File: config.mk
export PLATFORM = sky130hd
export DESIGN_NAME = stopwatch_counter
export DESIGN_NICKNAME = d
export VERILOG_FILES = /design/src/rtl/stopwatch_counter.sv
export SDC_FILE = /design/constraint.sdc
export NUM_CORES = 1
export LEC_CHECK = 0
export CELL_PAD_IN_SITES_DETAIL_PLACEMENT = 0
export CELL_PAD_IN_SITES_GLOBAL_PLACEMENT = 1
export CORE_UTILIZATION = 40
export CTS_BUF_LIST = sky130_fd_sc_hd__clkbuf_8
export CTS_CLUSTER_SIZE = 28
export DETAILED_ROUTE_END_ITERATION = 8
export PLACE_DENSITY_LB_ADDON = 0.1
export RECOVER_POWER = 25
export SYNTH_ARGS = -nofsm -noshare
export SYNTH_HDL_FRONTEND = slang
export SYNTH_SLANG_ARGS = --single-unit
File: constraint.sdc
create_clock -name CLK_REF -period 4.4 [get_ports CLK_REF]
set_clock_uncertainty 0.1 [all_clocks]
set_input_delay 0.88 -clock CLK_REF [delete_from_list [all_inputs] [get_ports CLK_REF]]
set_output_delay 0.88 -clock CLK_REF [all_outputs]
set_load 0.005 [all_outputs]
File: src/rtl/stopwatch_counter.sv
// stopwatch_counter: MM:SS BCD stopwatch ticked by edge-detected 1 Hz / 2 Hz divider levels, with run/pause and adjust.
module stopwatch_counter #(
    parameter bit RUN_AT_RESET = 1'b1,
    parameter bit MIN_WRAP     = 1'b1
) (
    input  logic       CLK_REF,
    input  logic       RST,
    input  logic       CLK_1HZ,
    input  logic       CLK_2HZ,
    input  logic       PAUSE,
    input  logic       ADJ,
    input  logic       SEL,
    output logic [3:0] MIN_TENS,
    output logic [3:0] MIN_ONES,
    output logic [3:0] SEC_TENS,
    output logic [3:0] SEC_ONES,
    output logic       RUNNING
);
    // Synchroniser chains hold {s3, s2, s1}; reset to ones so a level held high through reset never ticks.
    logic [2:0] sync_1hz_q, sync_2hz_q;
    logic       pause_q, running_q;
    logic [3:0] min_tens_q, min_ones_q, sec_tens_q, sec_ones_q;
    logic [3:0] min_tens_d, min_ones_d, sec_tens_d, sec_ones_d;
    logic       tick_1hz, tick_2hz, pause_edge, running_d;
    logic       so_wrap, st_wrap, mo_wrap, mt_wrap, at_max, count_en, sec_inc, min_inc;

    assign tick_1hz   = sync_1hz_q[1] & ~sync_1hz_q[2];
    assign tick_2hz   = sync_2hz_q[1] & ~sync_2hz_q[2];
    assign pause_edge = PAUSE & ~pause_q;
    assign running_d  = running_q ^ pause_edge;

    assign so_wrap  = sec_ones_q >= 4'd9;
    assign st_wrap  = sec_tens_q >= 4'd5;
    assign mo_wrap  = min_ones_q >= 4'd9;
    assign mt_wrap  = min_tens_q >= 4'd9;
    assign at_max   = so_wrap & st_wrap & mo_wrap & mt_wrap;
    // Counting uses the pre-toggle running flag; saturation blocks the whole increment.
    assign count_en = tick_1hz & running_q & ~ADJ & ~(at_max & ~MIN_WRAP);
    assign sec_inc  = count_en | (tick_2hz & ADJ & SEL);
    assign min_inc  = (count_en & so_wrap & st_wrap) | (tick_2hz & ADJ & ~SEL);

    always_comb begin
        sec_ones_d = sec_ones_q;
        sec_tens_d = sec_tens_q;
        min_ones_d = min_ones_q;
        min_tens_d = min_tens_q;
        if (sec_inc) begin
            sec_ones_d = so_wrap ? 4'd0 : sec_ones_q + 4'd1;
            sec_tens_d = so_wrap ? (st_wrap ? 4'd0 : sec_tens_q + 4'd1) : sec_tens_q;
        end
        if (min_inc) begin
            min_ones_d = mo_wrap ? 4'd0 : min_ones_q + 4'd1;
            min_tens_d = mo_wrap ? (mt_wrap ? 4'd0 : min_tens_q + 4'd1) : min_tens_q;
        end
    end

    always_ff @(posedge CLK_REF) begin
        if (RST) begin
            sync_1hz_q <= 3'b111;
            sync_2hz_q <= 3'b111;
            pause_q    <= 1'b1;
            running_q  <= RUN_AT_RESET;
            sec_ones_q <= 4'd0;
            sec_tens_q <= 4'd0;
            min_ones_q <= 4'd0;
            min_tens_q <= 4'd0;
        end else begin
            sync_1hz_q <= {sync_1hz_q[1:0], CLK_1HZ};
            sync_2hz_q <= {sync_2hz_q[1:0], CLK_2HZ};
            pause_q    <= PAUSE;
            running_q  <= running_d;
            sec_ones_q <= sec_ones_d;
            sec_tens_q <= sec_tens_d;
            min_ones_q <= min_ones_d;
            min_tens_q <= min_tens_d;
        end
    end

    assign MIN_TENS = min_tens_q;
    assign MIN_ONES = min_ones_q;
    assign SEC_TENS = sec_tens_q;
    assign SEC_ONES = sec_ones_q;
    assign RUNNING  = running_q;
endmodule
Yosys cells after proc, flatten, opt, wreduce, memory -nomap -nowiden
Index checks and enable logic that the tools add are counted.
- output and inout port bits: 17
- register bits: 24
- multiplexer cells: 4
- $lt $le $gt $ge: 4
- bitwise operators: 18
- reduce and logical (&&, ||, !) cells: 2
- add/subtract/negate cells: 4
- operator list (operator ; count):
    $add 4x1->4 const B ; 4
    $mux 4 ; 4
    $ge 4x4->1 const B ; 3
    $and 1x1->1 ; 10
    $not 1->1 ; 5
    $ge 4x3->1 const B ; 1
    $reduce_and 2->1 ; 2
    $or 1x1->1 ; 2
    $xor 1x1->1 ; 1

Longest topological paths before layout
Gate-level depths: netlist of run 1.
- depth after elaboration: 8
- gate-level depth with buffers: 7

Worst setup path before layout of run 1
OpenSTA, ideal clock, no wires.
- kind: input-to-reg
- start point: in ADJ
- end point: reg sec_tens_q[2] (netlist: SEC_TENS[2])
- data arrival time: 2.026 ns
- setup slack: 2.204 ns
- library setup time: 0.071 ns
- required time: 4.229 ns
- buffers on the path: 0
- stages on the path: 4
- cells stage by stage: and4bb_2 o221ai_2 or4b_1 a21oi_1
- longest elaborated chain between the ends: 4
- RTL lines (what ; line ; RTL):
    from (decl) ; 11 ; input logic ADJ,
    $and 1x1->1 or $not 1->1 (tied branches) ; 39, 38 ;
    $and 1x1->1 (on tied branches) ; 39, 38 ;
    $or 1x1->1 * ; 39 ; assign sec_inc = count_en | (tick_2hz & ADJ & SEL);
    $reduce_and 2->1 (no source line) * ; - ;
    to (signal assigned) ; 73 ; sec_tens_q <= sec_tens_d;
    to (decl) ; 22 ; logic [3:0] min_tens_q, min_ones_q, sec_tens_q, sec_ones_q;
Every way passes the cells marked *; elsewhere a longest branch is shown, timed or not.
A chain may end at the register's enable or synchronous reset.

Worst setup path after layout of run 1
Ends and elaborated chain as after synthesis.

==> reports/summary.txt, run 1 <==
Post-route DRC - 0
Sinks on the clock net - 24
Share of layout cells above drive strength 1 - 0.0987
Post-synth EDFFs - 0
Slew @ Worst Pin - 664 ps
Worst r2r src - SEC_TENS[1]
RSZ-0062 raised after global routing - false
Seq/Total Area, Yosys - 0.411
Leakage - 0.551 nW
Clock latency on the worst-skew pair - 260 ps
Die Ht - 56.1 um
WS Path Type - in2reg
Commonest cells post-synth - dfxtp_1 (24), ha_1 (12), inv_1 (12), nor2_1 (12), or2_2 (8)
Worst hold stages - 1
Critical path depth - 5
Worst IR drop on VDD - 192 uV
Syn Std Cell Area - 1170 um2
Num rows - 19
FF+latch count, synth - 24
Share of the synthesized area in the top cell type - 0.411
Cell accounting for the most synthesized area - dfxtp_1
Final setup margin - 1920 ps
Top Family by Delay on Critical Path - simple AND/OR/NAND/NOR gates
Final Net Count - 173
Overall Global Routing Usage - 0.147
Setup crit end kind - flop
DR vias - 922
Largest net degree at the start of global routing - 23
Fin util - 0.533
Detailed-placement wirelength estimate - 1530 um
Critical Path Max Stage Delay - 550 ps
FF-to-FF path depth - 7
GRT overflow - 0
Post-DRT Antenna Nets - 0
Fmax - 403 MHz
Top cells by area, synth - dfxtp_1 (41%), ha_1 (13%), or2_2 (4.3%)
Drt pass-1 iters - 4
Routability cong. - 0.750
Final setup fails - 0
I/O pins - 24
Number of port buffers - 23
Syn Nets - 148
Ys flop type - dfxtp_1
CP Max Fanout - 9
Hold Crit Class - reg2reg
Fin Setup TNS - 0 ps
First-pass GRT wire length - 3620 um
Final worst-path cycle share - 0.564
Yosys cell types - 33
WL/cell - 11.3 um
Fin crit period - 2480 ps
Post-CTS Setup Bufs - 0
Core Region - 2760 um2
Setup crit start - ADJ
CP arrival - 2570 ps
Clock slew at reported path FFs - 80 ps
Gate Count Post-Synth - 129
CTS tree - yes
Run status - completed
Area grow syn2layout - 25.6%
Pre-CTS setup slack - 1630 ps
Total power - 369 uW
CTS root buffer - clkbuf_8
Cells along the critical path - clkdlybuf4s50_1 -> and4bb_2 -> o221ai_2 -> or4b_1 -> a21oi_1
Ys async rst share - 0
Clock tree buffer depth - 2
Post_cts resized - 0
DRT iter0 DRCs - 12
DIE AREA - 3140 um2
Max-cap check violation count - 0
CTS Buf Count - 3
PwrDens - 251 nW/um2
Vias in the first global route - 863
N_diodes - 0
Hold Buf Count CTS - 0
Crit path required time - 4490 ps
Slew Limit Fails - 0
CP Launch Type - primary input
Vias per inst - 5.04
Final hold vios - 0
Worst reg-to-reg setup slack - 2340 ps
Synth warn - 0
Worst path bufs/invs - 1
Initial antenna violation count - 0
Cell with the most instances after synthesis - dfxtp_1
Initial core utilization - 0.424
Worst Setup EP - SEC_TENS[2]
Die X-Extent - 56.1 um
Routed wire length - 2060 um
Max stage delay cell, worst path - or4b_1
CTS H-tree lvls - 1
Post-Syn Area per Cell - 9.07 um2
Crit Reg-Reg Endpoint - MIN_TENS[3]
Max_slew headroom - 0.556
cell families after synthesis:
family / Yosys count / share of synthesized area
muxes: 1 / 0.00856
buffers and inverters: 15 / 0.0481
AOI/OAI and AO/OA: 25 / 0.145
adders and majority gates: 12 / 0.128
DFF: 24 / 0.411
xor gates and xnor gates: 5 / 0.0374
and+or+nand+nor: 47 / 0.221
routing by layer:
layer  wire length (um)  up-vias  track usage
met3                 57        2       0.0279
met4                 15        0       0.0732
li1                   -      487            -
met1               1060      419        0.183
met2                926       14        0.241
met5                  0        -            0
report_power, final:
part | switching (mW) | internal (mW) | leakage [nW]
Combinational | 0.00746 | 0.0108 | 0.334
Clock | 0.0670 | 0.0612 | 0.0216
Sequential | 0.00191 | 0.221 | 0.195
Total | 0.0763 | 0.293 | 0.551
area by class of cell:
cell class | instances | area [um2]
clock buffer | 3 | 41.3
fill | 262 | 1290
inverter | 12 | 45.0
multi-input combinational | 90 | 633
sequential | 24 | 480
tap | 31 | 38.8
timing repair buffer | 23 | 230
state kept, by name (all words and copies together) (netlist names):
| register | cells |
|---|---|
| MIN_TENS | 4 |
| pause_q | 1 |
| RUNNING | 1 |
| SEC_TENS | 4 |
| MIN_ONES | 4 |
| sync_1hz_q | 3 |
| sync_2hz_q | 3 |
| SEC_ONES | 4 |
placed cells by master (no fill, tap or decap), types with 2 or more instances in the layout:
| cell type | instances |
|---|---|
| a211oi_1 | 2 |
| a21boi_0 | 2 |
| a21oi_1 | 7 |
| clkbuf_8 | 3 |
| clkdlybuf4s50_1 | 20 |
| dfxtp_1 | 24 |
| dlygate4sd3_1 | 3 |
| ha_1 | 12 |
| inv_1 | 12 |
| nand2_1 | 4 |
| nand2b_1 | 4 |
| nand3_1 | 2 |
| nand4_1 | 2 |
| nor2_1 | 12 |
| nor2b_1 | 2 |
| nor3_1 | 7 |
| o21ai_0 | 6 |
| or2_2 | 8 |
| xnor2_1 | 4 |
through the flow:
stage,hold slack (ps),cell area (um2),cells
after detailed placement,295,1430,180
after CTS,315,1470,183
after global routing,322,1470,183
after global placement,296,1430,180
after floorplan,289,1170,129
final,314,1470,183
worst reg2reg max path, cell delays in order (launching register included):
cell	delay (ps)
dfxtp_1	400
inv_1	80
ha_1	170
nand2b_1	130
a21o_1	240
a31oi_2	390
nor2_1	190
a211oi_1	270
how the worst min path moves through the flow:
stage | to | start | slack, ps
floorplan | sync_1hz_q[1] | sync_1hz_q[0] | 290
global route | sync_2hz_q[1] | sync_2hz_q[0] | 320
detailed placement | sync_2hz_q[1] | sync_2hz_q[0] | 290
global placement | sync_2hz_q[1] | sync_2hz_q[0] | 300
CTS | sync_2hz_q[1] | sync_2hz_q[0] | 310
finish | sync_2hz_q[1] | sync_2hz_q[0] | 310
Note: power is estimated with default switching activity, not from simulation.
==> inputs of run 2 (changes only) <==
--- a/config.mk
+++ b/config.mk
@@ -7,7 +7,7 @@
 export LEC_CHECK = 0
 export CELL_PAD_IN_SITES_DETAIL_PLACEMENT = 0
 export CELL_PAD_IN_SITES_GLOBAL_PLACEMENT = 1
-export CORE_UTILIZATION = 40
+export CORE_UTILIZATION = 39
 export CTS_BUF_LIST = sky130_fd_sc_hd__clkbuf_8
 export CTS_CLUSTER_SIZE = 28
 export DETAILED_ROUTE_END_ITERATION = 8
==> constraint.sdc (replaced) <==
create_clock -name CLK_REF -period 2.33 [get_ports CLK_REF]
set_clock_uncertainty 0.1 [all_clocks]
set_input_delay 0.466 -clock CLK_REF [delete_from_list [all_inputs] [get_ports CLK_REF]]
set_output_delay 0.466 -clock CLK_REF [all_outputs]
set_load 0.005 [all_outputs]
==> reports/summary.txt, run 2 (same netlist as run 1, synthesis figures left out) <==
Final worst-path cycle share - 0.858
Crit path required time - 2410 ps (-2080 ps)
Vias per inst - 5.12 (+1.6%)
Commonest non-fill, non-tap cell in the layout - dfxtp_1
Detailed-placement wirelength estimate - 1600 um (+4.3%)
Run status - complete, but fails checks
# fillers - 258 (-1.5%)
Routed wire length - 2160 um (+4.8%)
Worst hold stages - 1 (unchanged)
Fmax - 501 MHz
N_diodes - 0 (unchanged)
Worst r2r src - SEC_TENS[1]
Worst IR drop on VDD - 314 uV (+64%)
Die Ht - 56.8 um (+1.2%)
Post-DRT Antenna Nets - 0 (unchanged)
Fin Setup TNS - 0 ps (unchanged)
Cells along the critical path - inv_1 -> ha_1 -> nand2b_1 -> a21o_1 -> a31oi_2 -> nor2_1 -> a211oi_1
Final hold vios - 0 (unchanged)
Slew @ Worst Pin - 609 ps (-55.2 ps)
Clock tree buffer depth - 2 (unchanged)
Max_slew headroom - 0.591 (+0.0346)
I/O pins - 24 (unchanged)
CP Launch Type - flop
Num rows - 19 (unchanged)
HP Start - sync_2hz_q[0]
Core Region - 2810 um2 (+1.7%)
Setup crit end kind - flop
Worst hold slack - 318 ps (+3.36 ps)
Initial antenna violation count - 0 (unchanged)
FF-to-FF path depth - 7 (unchanged)
Post-route DRC - 2 (+2)
Die X-Extent - 56.8 um (+1.2%)
PwrDens - 541 nW/um2 (+120%)
Final setup fails - 0 (unchanged)
Leakage - 0.574 nW (+4.2%)
Routability cong. - 0.743 (-0.85%)
Vias in the first global route - 926 (+7.3%)
CP arrival - 2080 ps (-490 ps)
Worst path bufs/invs - 1 (unchanged)
Final Net Count - 175 (+1.2%)
CTS H-tree lvls - 1 (unchanged)
Top Family by Delay on Critical Path - compound AO/OA/AOI/OAI gates
Crit Reg-Reg Endpoint - MIN_TENS[3]
Clock slew at reported path FFs - 90 ps (about the same)
Area grow syn2layout - 29.4%
CP Max Fanout - 7 (-2)
WS Path Type - reg2reg
Initial core utilization - 0.417 (-0.00719)
Number of port buffers - 23 (unchanged)
DIE AREA - 3220 um2 (+2.5%)
Max-cap check violation count - 0 (unchanged)
Failing checks - DRC
CTS root buffer - clkbuf_8
DR vias - 952 (+3.3%)
Most frequent cells in the layout - dfxtp_1 (24), clkdlybuf4s50_1 (20), inv_1 (12), nor2_1 (12), ha_1 (12)
CTS tree - yes
Drt pass-1 iters - 6 (+2)
CTS Buf Count - 3 (unchanged)
Fin crit period - 2000 ps
Clock latency on the worst-skew pair - 270 ps (about the same)
Worst Hold End - sync_2hz_q[1]
Critical Path Max Stage Delay - 400 ps (-150 ps)
GRT overflow - 0 (unchanged)
DRT iter0 DRCs - 24 (+12)
Sinks on the clock net - 24 (unchanged)
WL/cell - 11.6 um (+3.2%)
Max stage delay cell, worst path - dfxtp_1
Post-CTS Setup Bufs - 0 (unchanged)
Slew Limit Fails - 0 (unchanged)
Worst reg-to-reg setup slack - 330 ps (-2010 ps)
Hold Crit Class - reg2reg
RSZ-0062 raised after global routing - false
Share of layout cells above drive strength 1 - 0.116 (+0.0174)
Overall Global Routing Usage - 0.151 (+0.00445)
First-pass GRT wire length - 3790 um (+4.6%)
Largest net degree at the start of global routing - 20 (-13%)
Post_cts resized - 0 (unchanged)
Hold Buf Count CTS - 0 (unchanged)
==> run 2: changes by cell type in the layout (fill, tap and decap cells not counted), sizes merged <==
cell    previous run  this run
buf                0         2
bufinv             0         1
==> run 2: worst max path at each step <==
stage / from / endpoint / slack (ps) / cells after the start
CTS: SEC_TENS[1] / MIN_TENS[3] / 300 / 7
detailed placement: ADJ / SEC_TENS[2] / 90 / 5
global route: SEC_TENS[1] / MIN_TENS[3] / 130 / 7
floorplan: SEC_TENS[1] / MIN_TENS[3] / 540 / 7
global placement: ADJ / SEC_TENS[2] / 130 / 5
finish: SEC_TENS[1] / MIN_TENS[3] / 330 / 7
==> run 2: where the power goes <==
part	internal, mW	switching (mW)	leakage [nW]	total (mW)
logic	0.0216	0.0147	0.343	0.0363
registers	0.417	0.00391	0.195	0.421
clock network	0.230	0.133	0.0357	0.363
total	0.668	0.152	0.574	0.820
==> run 2: area by class of cell <==
class | instances | area (um2) | area share
Clock buffer | 3 | 41.3 | 0.0273
Clock inverter | 1 | 30.0 | 0.0198
Inverter | 12 | 45.0 | 0.0298
Multi-Input combinational cell | 90 | 633 | 0.418
Sequential cell | 24 | 480 | 0.317
Tap cell | 31 | 38.8 | 0.0256
Timing Repair Buffer | 25 | 245 | 0.162
==> run 2: through the flow <==
step | worst slack [ps] | utilization | total power [mW] | cells | instance area, um2
after floorplan | 545 | - | 0.448 | 129 | 1170
after global routing | 126 | 0.540 | 0.851 | 186 | 1510
final | 332 | 0.540 | 0.820 | 186 | 1510
after detailed placement | 92.5 | 0.514 | 0.467 | 182 | 1440
after CTS | 297 | 0.540 | 0.833 | 186 | 1510
after global placement | 130 | 0.514 | 0.466 | 182 | 1440
==> run 2: routing by layer <==
layer / share of wire / track usage / routed length (um) / up-vias
li1: - / - / - / 492
met5: 0 / 0 / 0 / -
met3: 0.040 / 0.0276 / 87 / 4
met1: 0.50 / 0.187 / 1090 / 434
met2: 0.44 / 0.248 / 958 / 22
met4: 0.014 / 0.0801 / 31 / 0
==> inputs of run 3 (changes only) <==
--- a/config.mk
+++ b/config.mk
@@ -13,6 +13,7 @@
 export DETAILED_ROUTE_END_ITERATION = 8
 export PLACE_DENSITY_LB_ADDON = 0.1
 export RECOVER_POWER = 25
+export SKIP_CTS_REPAIR_TIMING = 1
 export SYNTH_ARGS = -nofsm -noshare
 export SYNTH_HDL_FRONTEND = slang
 export SYNTH_SLANG_ARGS = --single-unit
==> results of run 3 <==
Final layout, timing and power as in run 2 (identical DEF).
